==> config.mk <==
export PLATFORM = sky130hd
export DESIGN_NAME = alu_req_arbiter
export DESIGN_NICKNAME = d
export VERILOG_FILES = /design/src/rtl/alu_arb_pkg.sv /design/src/rtl/alu_rr_grant.sv /design/src/rtl/alu_req_arbiter.sv
export SDC_FILE = /design/constraint.sdc
export NUM_CORES = 1
export LEC_CHECK = 0
export ABC_AREA = 0
export BUFFER_PORTS_ARGS = -buffer_cell sky130_fd_sc_hd__buf_2
export CORE_ASPECT_RATIO = 0.6
export CORE_UTILIZATION = 48
export DETAILED_ROUTE_END_ITERATION = 10
export HOLD_SLACK_MARGIN = 0.15
export PLACE_DENSITY = 0.8
export SYNTH_ARGS = -nofsm -noshare
export SYNTH_HDL_FRONTEND = slang
export SYNTH_SLANG_ARGS = --single-unit
==> constraint.sdc <==
create_clock -name clk -period 2.3 [get_ports clk]
set_input_delay 0.46 -clock clk [delete_from_list [all_inputs] [get_ports clk]]
set_output_delay 0.46 -clock clk [all_outputs]
set_load 0.03 [all_outputs]
==> src/rtl/alu_arb_pkg.sv <==
// Shared types and constants for the ALU request arbiter and its grant helper.
package alu_arb_pkg;

  typedef enum logic [1:0] {
    IDLE,
    ISSUE,
    WAIT,
    RESP
  } arb_state_t;

  // Bit positions inside the 6-bit {err,e,l,g,cout,oflow} flag vector
  localparam int unsigned OFLOW = 0;
  localparam int unsigned COUT  = 1;
  localparam int unsigned G     = 2;
  localparam int unsigned L     = 3;
  localparam int unsigned E     = 4;
  localparam int unsigned ERR   = 5;

  localparam logic [5:0] FLAGS_ERR_ONLY = 6'b1 << ERR;

  localparam int unsigned MUL_CMD_A = 9;
  localparam int unsigned MUL_CMD_B = 10;

endpackage

==> src/rtl/alu_rr_grant.sv <==
// Two-way round-robin grant: on a tie the requester that is not the pointer wins.
module alu_rr_grant (
  input  logic [1:0] valid,
  input  logic       pointer,
  output logic [1:0] grant
);

  always_comb begin
    grant = '0;
    case (valid)
      2'b01:   grant = 2'b01;
      2'b10:   grant = 2'b10;
      2'b11:   grant = pointer ? 2'b01 : 2'b10;
      default: grant = '0;
    endcase
  end

endmodule

==> src/rtl/alu_req_arbiter.sv <==
// Shares one ALU between two valid/ready requesters; one op in flight, tagged responses.
module alu_req_arbiter
  import alu_arb_pkg::*;
#(
  parameter int unsigned WIDTH     = 8,
  parameter int unsigned CMD_WIDTH = 4,
  parameter int unsigned LAT       = 1,
  parameter int unsigned MUL_LAT   = 2
) (
  input  logic                   clk,
  input  logic                   rst,
  input  logic [1:0]             req_valid,
  output logic [1:0]             req_ready,
  input  logic [2*WIDTH-1:0]     req_opa,
  input  logic [2*WIDTH-1:0]     req_opb,
  input  logic [1:0]             req_mode,
  input  logic [1:0]             req_cin,
  input  logic [3:0]             req_inp_valid,
  input  logic [2*CMD_WIDTH-1:0] req_cmd,
  output logic [WIDTH-1:0]       alu_opa,
  output logic [WIDTH-1:0]       alu_opb,
  output logic                   alu_ce,
  output logic                   alu_mode,
  output logic                   alu_cin,
  output logic [1:0]             alu_inp_valid,
  output logic [CMD_WIDTH-1:0]   alu_cmd,
  input  logic [WIDTH:0]         alu_res,
  input  logic [5:0]             alu_flags,
  output logic                   rsp_valid,
  input  logic                   rsp_ready,
  output logic                   rsp_id,
  output logic [WIDTH:0]         rsp_res,
  output logic [5:0]             rsp_flags,
  output logic [15:0]            op_count
);

  localparam int unsigned MAX_LAT = (LAT > MUL_LAT) ? LAT : MUL_LAT;
  localparam int unsigned CNT_W   = $clog2(MAX_LAT + 1);

  arb_state_t             state;
  logic                   pointer;
  logic [1:0]             grant;
  logic [CNT_W-1:0]       lat_cnt;
  logic                   sel;
  logic                   handshake;
  logic                   is_mul;
  logic [WIDTH-1:0]       sel_opa;
  logic [WIDTH-1:0]       sel_opb;
  logic                   sel_mode;
  logic                   sel_cin;
  logic [1:0]             sel_inp_valid;
  logic [CMD_WIDTH-1:0]   sel_cmd;

  alu_rr_grant u_grant (
    .valid   (req_valid),
    .pointer (pointer),
    .grant   (grant)
  );

  // Gated with rst so no request can be acknowledged in a cycle that resets.
  assign req_ready = (rst && state == IDLE) ? grant : '0;
  assign handshake = |(req_valid & req_ready);
  assign sel       = grant[1];

  always_comb begin
    sel_opa       = sel ? req_opa[WIDTH +: WIDTH]         : req_opa[0 +: WIDTH];
    sel_opb       = sel ? req_opb[WIDTH +: WIDTH]         : req_opb[0 +: WIDTH];
    sel_mode      = sel ? req_mode[1]                     : req_mode[0];
    sel_cin       = sel ? req_cin[1]                      : req_cin[0];
    sel_inp_valid = sel ? req_inp_valid[3:2]              : req_inp_valid[1:0];
    sel_cmd       = sel ? req_cmd[CMD_WIDTH +: CMD_WIDTH] : req_cmd[0 +: CMD_WIDTH];
  end

  // The alu_* registers double as the captured copy of the granted request.
  assign is_mul = alu_mode && (alu_cmd == CMD_WIDTH'(MUL_CMD_A) ||
                               alu_cmd == CMD_WIDTH'(MUL_CMD_B));

  always_ff @(posedge clk) begin
    if (!rst) begin
      state         <= IDLE;
      pointer       <= 1'b1;
      lat_cnt       <= '0;
      alu_opa       <= '0;
      alu_opb       <= '0;
      alu_ce        <= 1'b0;
      alu_mode      <= 1'b0;
      alu_cin       <= 1'b0;
      alu_inp_valid <= '0;
      alu_cmd       <= '0;
      rsp_valid     <= 1'b0;
      rsp_id        <= 1'b0;
      rsp_res       <= '0;
      rsp_flags     <= '0;
      op_count      <= '0;
    end else begin
      case (state)
        IDLE: begin
          if (handshake) begin
            rsp_id <= sel;
            if (sel_inp_valid == 2'b00) begin
              rsp_res   <= '0;
              rsp_flags <= FLAGS_ERR_ONLY;
              rsp_valid <= 1'b1;
              state     <= RESP;
            end else begin
              alu_opa       <= sel_opa;
              alu_opb       <= sel_opb;
              alu_mode      <= sel_mode;
              alu_cin       <= sel_cin;
              alu_inp_valid <= sel_inp_valid;
              alu_cmd       <= sel_cmd;
              alu_ce        <= 1'b1;
              state         <= ISSUE;
            end
          end
        end
        ISSUE: begin
          lat_cnt  <= is_mul ? CNT_W'(MUL_LAT) : CNT_W'(LAT);
          op_count <= op_count + 16'd1;
          state    <= WAIT;
        end
        WAIT: begin
          if (lat_cnt == CNT_W'(1)) begin
            rsp_res       <= alu_res;
            rsp_flags     <= alu_flags;
            rsp_valid     <= 1'b1;
            alu_ce        <= 1'b0;
            alu_inp_valid <= '0;
            state         <= RESP;
          end else begin
            lat_cnt <= lat_cnt - CNT_W'(1);
          end
        end
        RESP: begin
          if (rsp_ready) begin
            rsp_valid <= 1'b0;
            pointer   <= rsp_id;
            state     <= IDLE;
          end
        end
        default: state <= IDLE;
      endcase
    end
  end

endmodule

[Word-level counts from Yosys, hierarchy flattened]
Cells that the tools add are included.
Word-level totals
  input port bits: 68
  output and inout bits: 60
  register bits: 63
  logic and storage cells: 89
Cells by class
  bitwise operators: 2
  reduce and logical (&&, ||, !) cells: 17
  equality and inequality tests: 15
  multiplexer cells: 38
  $add $sub $neg: 2
Operators by type and width (number)
  two-way mux 9 bit: 3
  two-way mux 2 bit: 12
  two-way mux 6 bit: 3
  case mux 9 bit (2 select lines): 1
  adder 16 x 1 -> 16 bit (second input constant): 1
  two-way mux 8 bit: 2
  case mux 6 bit (2 select lines): 1
  != test 2 bit (second input constant): 5
  two-way mux 1 bit: 9
  equality test 2 bit (second input constant): 4
  equality test 4 bit (second input constant): 2
  case mux 2 bit (2 select lines): 2
  case mux 2 bit (4 select lines): 1
  AND reduction 4 bit: 2
  equality test 2 x 1 -> 1 bit (second input constant): 3
  case mux 2 bit (3 select lines): 1
  AND reduction 2 bit: 3
  AND reduction 3 bit: 2
  AND reduction 5 bit: 1
  logical NOT 2 bit: 2
  two-way mux 4 bit: 1
  nonzero test 2 bit: 2
  case mux 1 bit (3 select lines): 1
  nonzero test 3 bit: 1
  8 further kinds: 9

[Logic depth before layout (Yosys ltp)]
  depth after elaboration: 7
  gate-level depth with buffers: 8
  depth with buffers taken out: 6

[Hierarchy]
From an unflattened synthesis, not the netlist that was laid out.
Second synthesis, totals
  cell total of the unflattened synthesis: 349
  area, all modules: 3308.2 µm²
By module, submodules not included
  alu_req_arbiter: area an instance 3289.4 µm², cells each 346, sequential area each 1261.2 µm², times used 1
  alu_rr_grant: area an instance 18.8 µm², cells each 3, sequential area each 0.0 µm², times used 1

[Least setup slack after synthesis]
No wires, ideal clock.
  kind: reg2out
  start: register state[0]
  end: output port req_ready[0]
  path slack: 0.306 ns
  arrival: 1.534 ns
  cell stages (with the launch flop): 6
  data required time: 1.840 ns
  path buffers: 1
  cell sequence: dfxtp_1 inv_1 ha_1 buf_2 inv_1 nor3_1
Between the ends
  longest elaborated chain between the ends: 3
Ends and longest elaborated chain
  start, declared: line alu_req_arbiter.sv:40  | arb_state_t state;
  start signal, assigned: line alu_req_arbiter.sv:80  | state <= IDLE;
  start signal, assigned: line alu_req_arbiter.sv:104  | state <= RESP;
  start signal, assigned: line alu_req_arbiter.sv:113  | state <= ISSUE;
  logical NOT 2 bit: line alu_req_arbiter.sv:61  | assign req_ready = (rst && state == IDLE) ? grant : '0;
  logical AND 1 bit: line alu_req_arbiter.sv:61
  two-way mux 2 bit: line alu_req_arbiter.sv:61
  end, declared: line alu_req_arbiter.sv:13  | output logic [1:0] req_ready,
Every way passes these cells.

[Final worst setup path]
  start: register state[0]
  end: output port req_ready[1]
The elaborated chain is that of the path after synthesis.

==> results.md <==
### Outcome
• **run status** completed

### Clock tree
• **Resized Gates After CTS** 0
• **number of buffers inserted for hold repair after clock tree synthesis** 0
• **TritonCTS buffer count** 9
• **TritonCTS clock tree** done
• **clock latency at the later pin of the worst-skew pair** 340 ps
• **largest buffer count on any clock path** 2
• **number of levels in the clock H-tree** 3
• **clock input transition at the sequential cells of the worst setup and hold paths** 80 ps
• **count of buffers added by post-CTS timing repair for setup** 0
• **root buffer cell** clkbuf_8
• **CTS sink count** 63

### Layout
• **count of nets after finishing** 524
• **filler-free cell count of the finished design** 534
• **antenna cells** 0
• **fraction of final layout cells sized beyond drive strength 1** 0.3458
• **Area Growth Syn to Fin** 29.35%
• **finished layout cell area** 3910 um^2

### Power and ir drop
• **Int Pwr** 2399 uW
• **ratio of total power to cell area** 1017 nW/um^2
• **switching part of the total power** 0.3969
• **P_sw** 1579 uW
• **sequential cell fraction of total power** 0.355
• **part of the total power dissipated in the clock network** 0.242
• **leakage power of the design** 0.001861 uW
• **combinational power share** 0.403
• **Max IR drop VDD** 0.0004480 V

### Timing
• **final setup violation count** 0
• **final cycle utilization of the critical path** 0.9126
• **setup repair after global routing missed its margin** false
• **Max Fclk** 476.4 MHz
• **Max Clock Skew** 11.83 ps
• **Final Critical Period** 2099 ps
• **worst slew slack as a fraction of its limit** 0.6079
• **number of hold violations in the final report** 0
• **count of pins over their slew limit** 0
• **worst slew pin tran** 588.1 ps
• **final sum of negative setup slack** 0 ps

### Worst setup path
• **arrival time at the worst endpoint** 1640 ps
• **critical path class** flip-flop to output pin
• **required time of the worst setup path** 1840 ps
• **maximum fanout encountered on the critical timing path** 5
• **Critical Path Sink Type** output pin
• **type of origin of the critical path** flip-flop

### Job
• **max-cap viol count** 0

### Logic synthesis
• **top cells by area in the synthesized netlist** dfxtp_1 42%, mux2i_1 20%, nand2_1 5.6%, nand3_1 3.0%, ha_1 2.9%
• **Synth Area in Compound Gates** 0.09685
• **Netlist Area Pre-Place** 3023 um^2
• **synthesized area per cell** 9.388 um^2
• **multiplexer share of the synthesized area** 0.2082
• **Synth Register Bits** 63
• **net count after synthesis** 397
• **largest area contributor in the synthesized netlist** dfxtp_1
• **area fraction in and, or, nand and nor cells after synthesis** 0.1639
• **fraction of the yosys area taken by sequential cells** 0.4172
• **count of distinct cell types in the synthesized netlist** 44
• **main combinational cell family by area after synthesis** multiplexers
• **share of flip-flops with an asynchronous set or reset after synthesis** 0
• **synthesized-area fraction occupied by adder cells** 0.02897
• **Most used DFF post-synth** dfxtp_1
• **xor/xnor cell area share of the yosys netlist** 0.03187
• **number of enable-type register cells in the synthesized netlist** 0
• **proportion of netlist area held by the largest area contributor** 0.4172
• **synthesis warning total** 0
• **instance count of the mapped netlist** 322

### Detailed routing
• **final antenna-violating net count** 0
• **final routed DRC violation total** 0
• **Avg WL per Cell** 13.61 um
• **via-per-instance ratio** 5.178
• **number of vias in the routed layout** 2765
• **Iteration-0 DRC Markers** 143
• **wirelength, routed** 7.267 mm
• **number of iterations in the first detailed-routing pass** 4

### Floorplan
• **Initial Util** 0.5206
• **count of pins on the block boundary** 128
• **Die X-Extent** 104.5 um
• **Die Ht** 63.47 um
• **placeable core region** 5807 um^2
• **die outline area** 6629 um^2
• **FP Rows** 21

### GRT
• **largest net degree at the start of global routing** 59
• **global-route wire length before repair** 12.14 mm
• **initial antenna violation count** 0
• **sum of overflow across all layers after global routing** 0
• **via count of the first global-routing pass** 2590
• **gr usage total** 0.2317

### Placement
• **number of buffers inserted by port buffering** 127
• **Cells after DPL** 518
• **cell area after placement** 3711 um^2
• **final weighted congestion in routability-driven placement** 0.7970
• **half-perimeter wire length after placement** 5.288 mm

### Min path
• **Hold Path Class** input port to flip-flop

routing by layer:
| layer | track usage | routed length [um] | up-vias |
|---|---|---|---|
| li1 | - | - | 1384 |
| met1 | 0.3031 | 3498 | 1280 |
| met2 | 0.3568 | 3257 | 93 |
| met3 | 0.06936 | 438 | 8 |
| met4 | 0.09464 | 72 | 0 |
| met5 | 0 | 0 | - |
power groups by stage:
stage / Sequential [uW] / Clock (uW) / Combinational [uW]
5_1_grt: 1440 / 1040 / 1730
3_5_place_dp: 1430 / 0 / 1610
2_1_floorplan: 1730 / 0 / 926
3_3_place_gp: 1430 / 0 / 1560
6_report: 1410 / 962 / 1600
4_1_cts: 1410 / 972 / 1610
path summary, 6_finish.rpt:
check | startpoint | end | slack (ps) | cells after the start
worst max-delay path | state[0] | req_ready[1] | 200 | 5
worst min-delay path | alu_res[3] | rsp_res[3] | 380 | 3
worst min register to register | rsp_res[3] | rsp_res[3] | 460 | 2
worst max register to register | state[1] | op_count[15] | 260 | 6
stage by stage:
stage | power (uW) | hold slack (ps) | worst slack, ps | utilization
final | 3978 | 383.2 | 201.0 | 0.6733
after global routing | 4209 | 383.8 | 90.99 | 0.6733
after CTS | 3995 | 375.2 | 202.4 | 0.6733
after detailed placement | 3034 | 445.8 | 279.1 | 0.6391
after global placement | 2985 | 439.9 | 380.6 | 0.6391
after floorplan | 2657 | 469.6 | 305.6 | -
critical path, stage by stage, from the launching register on:
cell      delay, ps
dfxtp_1         350
inv_1           120
ha_1            250
o211ai_2        150
and2b_1         240
buf_2           200
synthesized netlist by cell type, types with 2 or more instances:
cell type,n
a2111oi_0,2
a21oi_1,5
a31o_1,2
buf_2,4
buf_4,2
buf_6,2
clkbuf_1,9
dfxtp_1,63
ha_1,7
inv_1,11
mux2i_1,60
nand2_1,45
nand2b_1,5
nand3_1,18
nand4_1,5
nor2_1,20
nor3_1,4
nor4_1,3
o211ai_1,8
o21ai_0,11
or3_1,4
xnor2_1,8
xor2_1,3
state kept, by name (all words and copies together) (netlist names), 2 cells and up:
signal / cells
alu_cmd: 4
alu_inp_valid: 2
alu_opa: 8
alu_opb: 8
lat_cnt: 2
op_count: 16
rsp_flags: 6
rsp_res: 9
state: 2
area by class of cell:
type | count | area (um^2)
Clock buffer | 10 | 127.6
Clock inverter | 6 | 71.32
Fill cell | 465 | 1897
Inverter | 12 | 45.04
Multi-Input combinational cell | 228 | 1609
Sequential cell | 63 | 1261
Tap cell | 80 | 100.1
Timing Repair Buffer | 135 | 695.7
cells in the final DEF, fill, tap and decap left out, drive strengths merged, types with 6 or more instances in the layout:
| cell type | netlist | final |
|---|---|---|
| nor2 | 20 | 20 |
| nand3 | 18 | 18 |
| xnor2 | 8 | 8 |
| clkbuf | 9 | 10 |
| nand2 | 45 | 45 |
| o21ai | 11 | 11 |
| nand4 | 6 | 6 |
| o211ai | 9 | 9 |
| a21oi | 6 | 6 |
| mux2i | 61 | 61 |
| inv | 11 | 11 |
| ha | 7 | 7 |
| buf | 10 | 135 |
| dfxtp | 63 | 63 |
cells by family after synthesis:
kind of cell             after synthesis
buffers and inverters                 31
AO/OA/AOI/OAI                         40
flip-flops                            63
XOR/XNOR                              11
multiplexers                          62
adder cells (fa/ha/maj)                7
AND/OR/NAND/NOR                      108
Note: power is estimated with default switching activity, not from simulation.
